### src/rtl/clock_rate_pkg.sv
`default_nettype none
// -----------------------------------------------------------------------------
// Module   : clock_rate_pkg
// Brief    : shared widths, default divisors and FSM encodings for clock_rate_ctrl
// Revision : 1.0
// -----------------------------------------------------------------------------
package clock_rate_pkg;

    localparam int c_CNT_W = 28;

    localparam logic [27:0] c_DIV0 = 28'd100_000_000;
    localparam logic [27:0] c_DIV1 = 28'd50_000_000;
    localparam logic [27:0] c_DIV2 = 28'd11_111_111;
    localparam logic [27:0] c_DIV3 = 28'd1_000_000;

    typedef logic [1:0] state_t;

    localparam state_t c_STOPPED  = 2'd0;
    localparam state_t c_RUNNING  = 2'd1;
    localparam state_t c_DRAINING = 2'd2;

endpackage : clock_rate_pkg
`default_nettype wire

### src/rtl/clock_div_core.sv
`default_nettype none
// -----------------------------------------------------------------------------
// Module   : clock_div_core
// Brief    : divide counter with registered clock_out/tick; divisor swaps only at wrap
// Revision : 1.0
// -----------------------------------------------------------------------------
module clock_div_core
    import clock_rate_pkg::*;
#(
    parameter int               CNT_W   = c_CNT_W,
    parameter logic [CNT_W-1:0] DIV_RST = CNT_W'(c_DIV0)
) (
    input  logic             clock_in,
    input  logic             reset,
    input  logic             enable,
    input  logic             load,
    input  logic [CNT_W-1:0] div_in,
    output logic             wrap,
    output logic             clock_out,
    output logic             tick
);

    localparam logic [CNT_W-1:0] c_ONE = CNT_W'(1);

    logic [CNT_W-1:0] r_cnt;
    logic [CNT_W-1:0] r_div;
    logic             r_clock_out;
    logic             r_tick;
    logic             w_wrap;

    assign w_wrap = enable && (r_cnt == (r_div - c_ONE));

    always_ff @(posedge clock_in) begin
        if (reset) begin
            r_cnt       <= '0;
            r_div       <= DIV_RST;
            r_clock_out <= 1'b0;
            r_tick      <= 1'b0;
        end else begin
            if (!enable || w_wrap) begin
                r_cnt <= '0;
            end else begin
                r_cnt <= r_cnt + c_ONE;
            end
            // While idle there is no period in flight, so a new divisor can land at once.
            if (load && (w_wrap || !enable)) begin
                r_div <= div_in;
            end
            r_clock_out <= enable && (r_cnt < (r_div >> 1));
            r_tick      <= w_wrap;
        end
    end

    assign wrap      = w_wrap;
    assign clock_out = r_clock_out;
    assign tick      = r_tick;

endmodule : clock_div_core
`default_nettype wire

### src/rtl/clock_rate_ctrl.sv
`default_nettype none
// -----------------------------------------------------------------------------
// Module   : clock_rate_ctrl
// Brief    : run/stop FSM and req/ack rate-change control for a divided clock
// Revision : 1.0
// -----------------------------------------------------------------------------
module clock_rate_ctrl
    import clock_rate_pkg::*;
#(
    parameter int               CNT_W = c_CNT_W,
    parameter logic [CNT_W-1:0] DIV0  = CNT_W'(c_DIV0),
    parameter logic [CNT_W-1:0] DIV1  = CNT_W'(c_DIV1),
    parameter logic [CNT_W-1:0] DIV2  = CNT_W'(c_DIV2),
    parameter logic [CNT_W-1:0] DIV3  = CNT_W'(c_DIV3)
) (
    input  logic       clock_in,
    input  logic       reset,
    input  logic       run,
    input  logic [1:0] rate_sel,
    input  logic       rate_req,
    output logic       rate_ack,
    output logic       busy,
    output logic [1:0] active_sel,
    output logic       clock_out,
    output logic       tick
);

    state_t           r_state;
    state_t           w_state_nxt;
    logic             r_busy;
    logic             r_rate_ack;
    logic [1:0]       r_pend_sel;
    logic [1:0]       r_active_sel;
    logic             w_enable;
    logic             w_wrap;
    logic             w_accept;
    logic             w_apply;
    logic [CNT_W-1:0] w_div_new;

    assign w_enable = (r_state != c_STOPPED);
    assign w_accept = rate_req && !r_busy;
    // Pending changes land immediately when idle, otherwise only on a period boundary.
    assign w_apply  = r_busy && (!w_enable || w_wrap);

    always_comb begin
        w_state_nxt = r_state;
        case (r_state)
            c_STOPPED:  if (run)    w_state_nxt = c_RUNNING;
            c_RUNNING:  if (!run)   w_state_nxt = c_DRAINING;
            c_DRAINING: if (w_wrap) w_state_nxt = run ? c_RUNNING : c_STOPPED;
            default:                w_state_nxt = c_STOPPED;
        endcase
    end

    always_comb begin
        w_div_new = DIV0;
        case (r_pend_sel)
            2'd1:    w_div_new = DIV1;
            2'd2:    w_div_new = DIV2;
            2'd3:    w_div_new = DIV3;
            default: w_div_new = DIV0;
        endcase
    end

    always_ff @(posedge clock_in) begin
        if (reset) begin
            r_state      <= c_STOPPED;
            r_busy       <= 1'b0;
            r_rate_ack   <= 1'b0;
            r_pend_sel   <= 2'd0;
            r_active_sel <= 2'd0;
        end else begin
            r_state    <= w_state_nxt;
            r_rate_ack <= w_apply;
            if (w_apply) begin
                r_busy       <= 1'b0;
                r_active_sel <= r_pend_sel;
            end else if (w_accept) begin
                r_busy     <= 1'b1;
                r_pend_sel <= rate_sel;
            end
        end
    end

    clock_div_core #(
        .CNT_W   (CNT_W),
        .DIV_RST (DIV0)
    ) u_core (
        .clock_in  (clock_in),
        .reset     (reset),
        .enable    (w_enable),
        .load      (w_apply),
        .div_in    (w_div_new),
        .wrap      (w_wrap),
        .clock_out (clock_out),
        .tick      (tick)
    );

    assign rate_ack   = r_rate_ack;
    assign busy       = r_busy;
    assign active_sel = r_active_sel;

endmodule : clock_rate_ctrl
`default_nettype wire

### config.mk
export PLATFORM = sky130hd
export DESIGN_NAME = clock_rate_ctrl
export DESIGN_NICKNAME = d
export VERILOG_FILES = /design/src/rtl/clock_rate_pkg.sv /design/src/rtl/clock_div_core.sv /design/src/rtl/clock_rate_ctrl.sv
export SDC_FILE = /design/constraint.sdc
export NUM_CORES = 1
export LEC_CHECK = 0
export BUFFER_PORTS_ARGS = -buffer_cell sky130_fd_sc_hd__buf_2
export CAP_MARGIN = 20
export CORE_UTILIZATION = 58
export CTS_BUF_LIST = sky130_fd_sc_hd__clkbuf_8
export DETAILED_ROUTE_END_ITERATION = 8
export PLACE_DENSITY_LB_ADDON = 0.2
export SKIP_LAST_GASP = 1
export SYNTH_ARGS = -nofsm -noshare
export SYNTH_HDL_FRONTEND = slang
export SYNTH_SLANG_ARGS = --single-unit
### constraint.sdc
create_clock -name clock_in -period 2.8 [get_ports clock_in]
set_input_delay 0.42 -clock clock_in [delete_from_list [all_inputs] [get_ports clock_in]]
set_output_delay 0.42 -clock clock_in [all_outputs]
set_load 0.02 [all_outputs]
## Word-level counts from Yosys, hierarchy flattened

Cells that the tools add are included.

- Bits in registers: 66
- Bits of input ports: 6
- Logic and storage cells: 42

- Add/sub/neg operators: 2
- $lt $le $gt $ge: 1
- Equality and inequality tests: 9
- Muxes and demuxes: 6
- Bitwise operators: 1
- Reductions and logical operators: 14

Operators by type and width:

| cell | count |
|---|---|
| 27-bit one-hot mux with 3 select lines | 1 |
| 28-bit by 1-bit adder with 28-bit output, second input constant | 1 |
| 28-bit == test | 1 |
| 28-bit by 27-bit < comparator with 1-bit output | 1 |
| 28-bit by 1-bit subtractor with 28-bit output, second input constant | 1 |
| 2-bit == test, second input constant | 3 |
| 2-bit 2-to-1 mux | 3 |
| 2-bit one-hot mux with 3 select lines | 1 |
| 1-bit logical AND | 5 |
| 2-bit by 1-bit == test with 1-bit output, second input constant | 2 |
| 2-bit inequality test, second input constant | 2 |
| 2-bit OR reduction | 2 |
| 3-bit AND reduction | 1 |
| 1-bit logical NOT | 2 |
| 2-bit logical NOT | 1 |
| 2-bit by 1-bit inequality test with 1-bit output, second input constant | 1 |
| 2-bit AND reduction | 1 |
| 2-bit nonzero test | 1 |
| 1-bit logical OR | 1 |
| 1-bit 2-to-1 mux | 1 |
| 1-bit NOT | 1 |

## Logic depth before layout (Yosys ltp)

- Depth after elaboration: 7
- Mapped depth: 11
- Gate-level depth less buffers: 9

## Modules after synthesis

Synthesis repeated with hierarchy kept, for this count alone.

- Cells, all modules: 577
- Area total of the unflattened synthesis: 4824.6 sq um

Modules (own cells, without submodules):

| module | instances | cells each | area an instance (sq um) | seq. area each (sq um) |
|---|---|---|---|---|
| clock_div_core | 1 | 524 | 4361.7 | 1161.1 |
| clock_rate_ctrl | 1 | 53 | 462.9 | 160.2 |

## Worst setup path before layout

No wires, ideal clock.

- Path type: flip-flop to flip-flop
- Start point: register u_core.r_div[24]
- End point: register u_core.r_div[18]
- Setup time: 121 ps
- Arrival time: 2942 ps
- Data required time: 2679 ps
- Setup slack: -263 ps
- Stages on the path, launching flop included: 11
- Buffers on the path: 3
- Period minus slack after synthesis: 3063 ps
- Cell sequence: dfxtp_1 -> buf_6 -> or4_1 -> buf_2 -> nor4_4 -> o21a_1 -> a21oi_1 -> or4_1 -> buf_2 -> o31a_4 -> mux2_4

- Longest elaborated chain between the ends: 6

RTL lines:

| what | RTL line | source |
|---|---|---|
| start: declaration | clock_div_core.sv:26 | `logic [CNT_W-1:0] r_div;` |
| start signal: assignment | clock_div_core.sv:47 | `r_div <= div_in;` |
| 28-bit by 1-bit subtractor with 28-bit output * | clock_div_core.sv:31 | `assign w_wrap = enable && (r_cnt == (r_div - c_ONE));` |
| 28-bit == test * | clock_div_core.sv:31 |  |
| 1-bit logical AND * | clock_div_core.sv:31 |  |
| 1-bit logical OR * | clock_div_core.sv:46, clock_rate_ctrl.sv:43 |  |
| 1-bit logical AND | clock_rate_ctrl.sv:43 | `assign w_apply = r_busy && (!w_enable \|\| w_wrap);` |
| 1-bit logical AND * | clock_div_core.sv:46 | `if (load && (w_wrap \|\| !enable)) begin` |

Every way passes the cells marked *; elsewhere a longest branch is shown, timed or not.
A chain may end at the register's enable or synchronous reset.

## Final worst setup path

- Start point: register u_core.r_div[22]
- End point: register u_core.r_div[18]

Same word-level chain as after synthesis.

==> impl_metrics.ini <==
[run_status]
status = finished, final reports clean

[die]
start_util_pct = 61.8
die_h_um = 76.9
fp.dieW_um = 76.9
row_count = 26
pin_count = 12
die-area_mm2 = 0.00592
core_area_mm2 = 0.00527

[yosys]
synth-seq-cells = 50
syn-num-nets = 426
ys.flop_type = dfxtp_1
yosysSeqAreaShare_pct = 30.7
postSynthCellCount = 389
syn_area_mm2 = 0.00326
ys_async_sr_fraction_pct = 0
ys.warnings.count = 0
yosysUniqueCellTypes = 51
syn_area_per_cell_um2 = 8.37
synth_edf_count = 0

[timing]
max_freq_mhz = 358
tns_ps = 0
slew_headroom_pct = 60.0
fin_worst_hold_slack_ps = 336
skew_ps = 8.38
maxSlewViolCount = 0
final.min_clock_period_ps = 2800
tightestPinTransition_ps = 595
rsz0062_at_grt = yes
setup_viol = 0
period_share_pct = 99.9
final_hold_viol_count = 0

[power_and_ir_drop]
power_w = 0.00140
p_per_area_mw_per_mm2 = 369
peakVddDrop_v = 0.000277
p_leak_nw = 1.56

[setup_path]
path_max_fanout = 8
cp_num_buf_inv = 1
crit_type = reg2reg
crit_chain = buf_4 -> or3_1 -> a221oi_1 -> nand4_1 -> nor4_4 -> nand2_1 -> o31a_4 -> mux2_4
setup.worst_path.start_class = flop
r2r.worst_path.cells = 8
r2r-end = u_core.r_div[18]
reg2reg_setup_slack_ps = 4
required_ps = 3000
arrival_ps = 3000
cp-end-kind = flop
slowest_delay_ps = 400
r2r_start = u_core.r_div[22]
cp_top_family = simple AND/OR/NAND/NOR gates
slowest_stage = o31a_4

[clock_network]
cts_root_buffer = clkbuf_8
cts_inserted_buffers = 5
clk_path_buf_depth = 2
clk-insertion-delay-late_ps = 300
cts_tree = yes
clkTransAtPathRegs_ps = 90
h-tree-depth = 2
cts_sinks = 50
ctsHoldBuffers = 0

[drt]
dr.pass1.iters = 5
routedWlPerCell_um = 15.3
drc = 0
vias_per_cell = 5.76
vias = 2866
final_antenna_net_count = 0
wl_mm = 7.60
drt_iter0_drc = 208

[hold_path]
hp-class = in2reg
worstHoldEndpoint = r_pend_sel[1]
hold_depth = 3
hp-start = rate_sel[1]

[layout]
final_cells = 498
syn_to_final_growth_pct = 16.1
n_antenna_cell = 0
final_cell_mix = nor2_1 (56), dfxtp_1 (50), ha_1 (31)
layout-drive-gt1-share_pct = 16.1
nNetsFinal = 464
nFillCells = 418
final_common_cell = nor2_1

[global_route]
antenna_found_initial = 0
grt_usage_pct = 26.7
grt_max_degree = 35
grt_pass1_wl_mm = 12.6
globalRouteOverflowTotal = 0
grt_pass1_vias = 2698

[job]
maxCapViolCount = 0

[place]
placed_cells = 487
dpl.hpwl_mm = 5.64
place_congestion = 0.891
port_buffers = 11
-- logic make-up (layout without fill, tap and decap cells) --
family	Yosys count	after routing	synth area share [%]
AND/OR/NAND/NOR	175	175	27.3
XOR/XNOR	42	42	11.3
flip-flops	50	50	30.7
multiplexers	14	14	4.77
adder cells (fa/ha/maj)	31	31	11.9
AO/OA/AOI/OAI	45	45	9.69
buffers and inverters	32	71	4.27
-- routing by layer --
metal  wire length, µm  global-route usage [%]
met1              3500                    33.6
met2              3660                    46.3
met3               325                    4.76
met4               108                    7.50
met5                 0                       0
-- power breakdown --
part / switching, W / internal (W)
logic: 0.0000852 / 0.0000708
clock network: 0.000242 / 0.000263
registers: 0.0000111 / 0.000724
-- metrics by stage --
| step | setup WS, ps | utilization, % | instance area, µm² |
|---|---|---|---|
| after global placement | 21.2 | 68.2 | 3590 |
| after floorplan | -62.0 | - | 3310 |
| final | 4.17 | 71.7 | 3780 |
| after detailed placement | -50.1 | 68.2 | 3590 |
| after CTS | 37.2 | 70.5 | 3710 |
| after global routing | -61.7 | 71.7 | 3780 |
-- flip-flops by register name, summed over array words and instances, names as in the netlist --
register          flops
u_core.r_div         12
u_core.r_cnt         28
busy                  1
active_sel            2
u_core.tick           1
u_core.clock_out      1
r_state               2
r_pend_sel            2
rate_ack              1
-- worst min-delay path, cell delays in order --
cell	delay, ps
buf_2	70
a21oi_1	50
nor2_1	70
-- cells in the mapped netlist, types with 3 or more instances --
cell,n,area (µm²)
nor2b_1,8,50.1
xor2_1,21,184
nand2_1,23,86.3
nor2_1,56,210
and3_1,4,25.0
xnor2_1,21,184
clkbuf_1,5,18.8
buf_2,5,25.0
or3_1,4,25.0
mux2i_1,11,110
nand2b_1,16,100
o21ai_0,10,50.1
nand4_1,7,43.8
inv_1,19,71.3
nand3_1,18,90.1
nor3_1,13,65.1
or4_1,4,30.0
a31oi_1,3,18.8
mux2_4,3,45.0
ha_1,31,388
nor4_1,12,75.1
dfxtp_1,50,1000
a21oi_1,12,60.1
-- what timing repair did --
item / in CTS / in global routing
cloned: 0 / 2
pin swaps: 0 / 4
setup endpoints to repair: 22 / 44
setup buffers: 0 / 1
resized for setup: 2 / 12
-- worst max path at each step --
stage                     startpoint               end  slack [ps]  cells after the start
global placement    u_core.r_div[23]  u_core.r_div[19]          20                      7
floorplan           u_core.r_div[24]  u_core.r_div[18]         -60                     10
global route         u_core.r_div[7]   u_core.r_div[9]         -60                      6
finish              u_core.r_div[22]  u_core.r_div[18]           4                      8
CTS                 u_core.r_div[23]  u_core.r_div[18]          40                      7
detailed placement  u_core.r_div[23]  u_core.r_div[18]         -50                      7
-- layout make-up --
| type | instances | area, µm² | area share [%] |
|---|---|---|---|
| clock inverter | 3 | 40.0 | 1.06 |
| sequential | 50 | 1000 | 26.5 |
| clock buffer | 5 | 68.8 | 1.82 |
| multi-input combinational | 307 | 2180 | 57.6 |
| timing repair buffer | 44 | 334 | 8.84 |
| inverter | 19 | 71.3 | 1.89 |
| tap | 70 | 87.6 | 2.32 |
(Power assumes the default switching activity.)
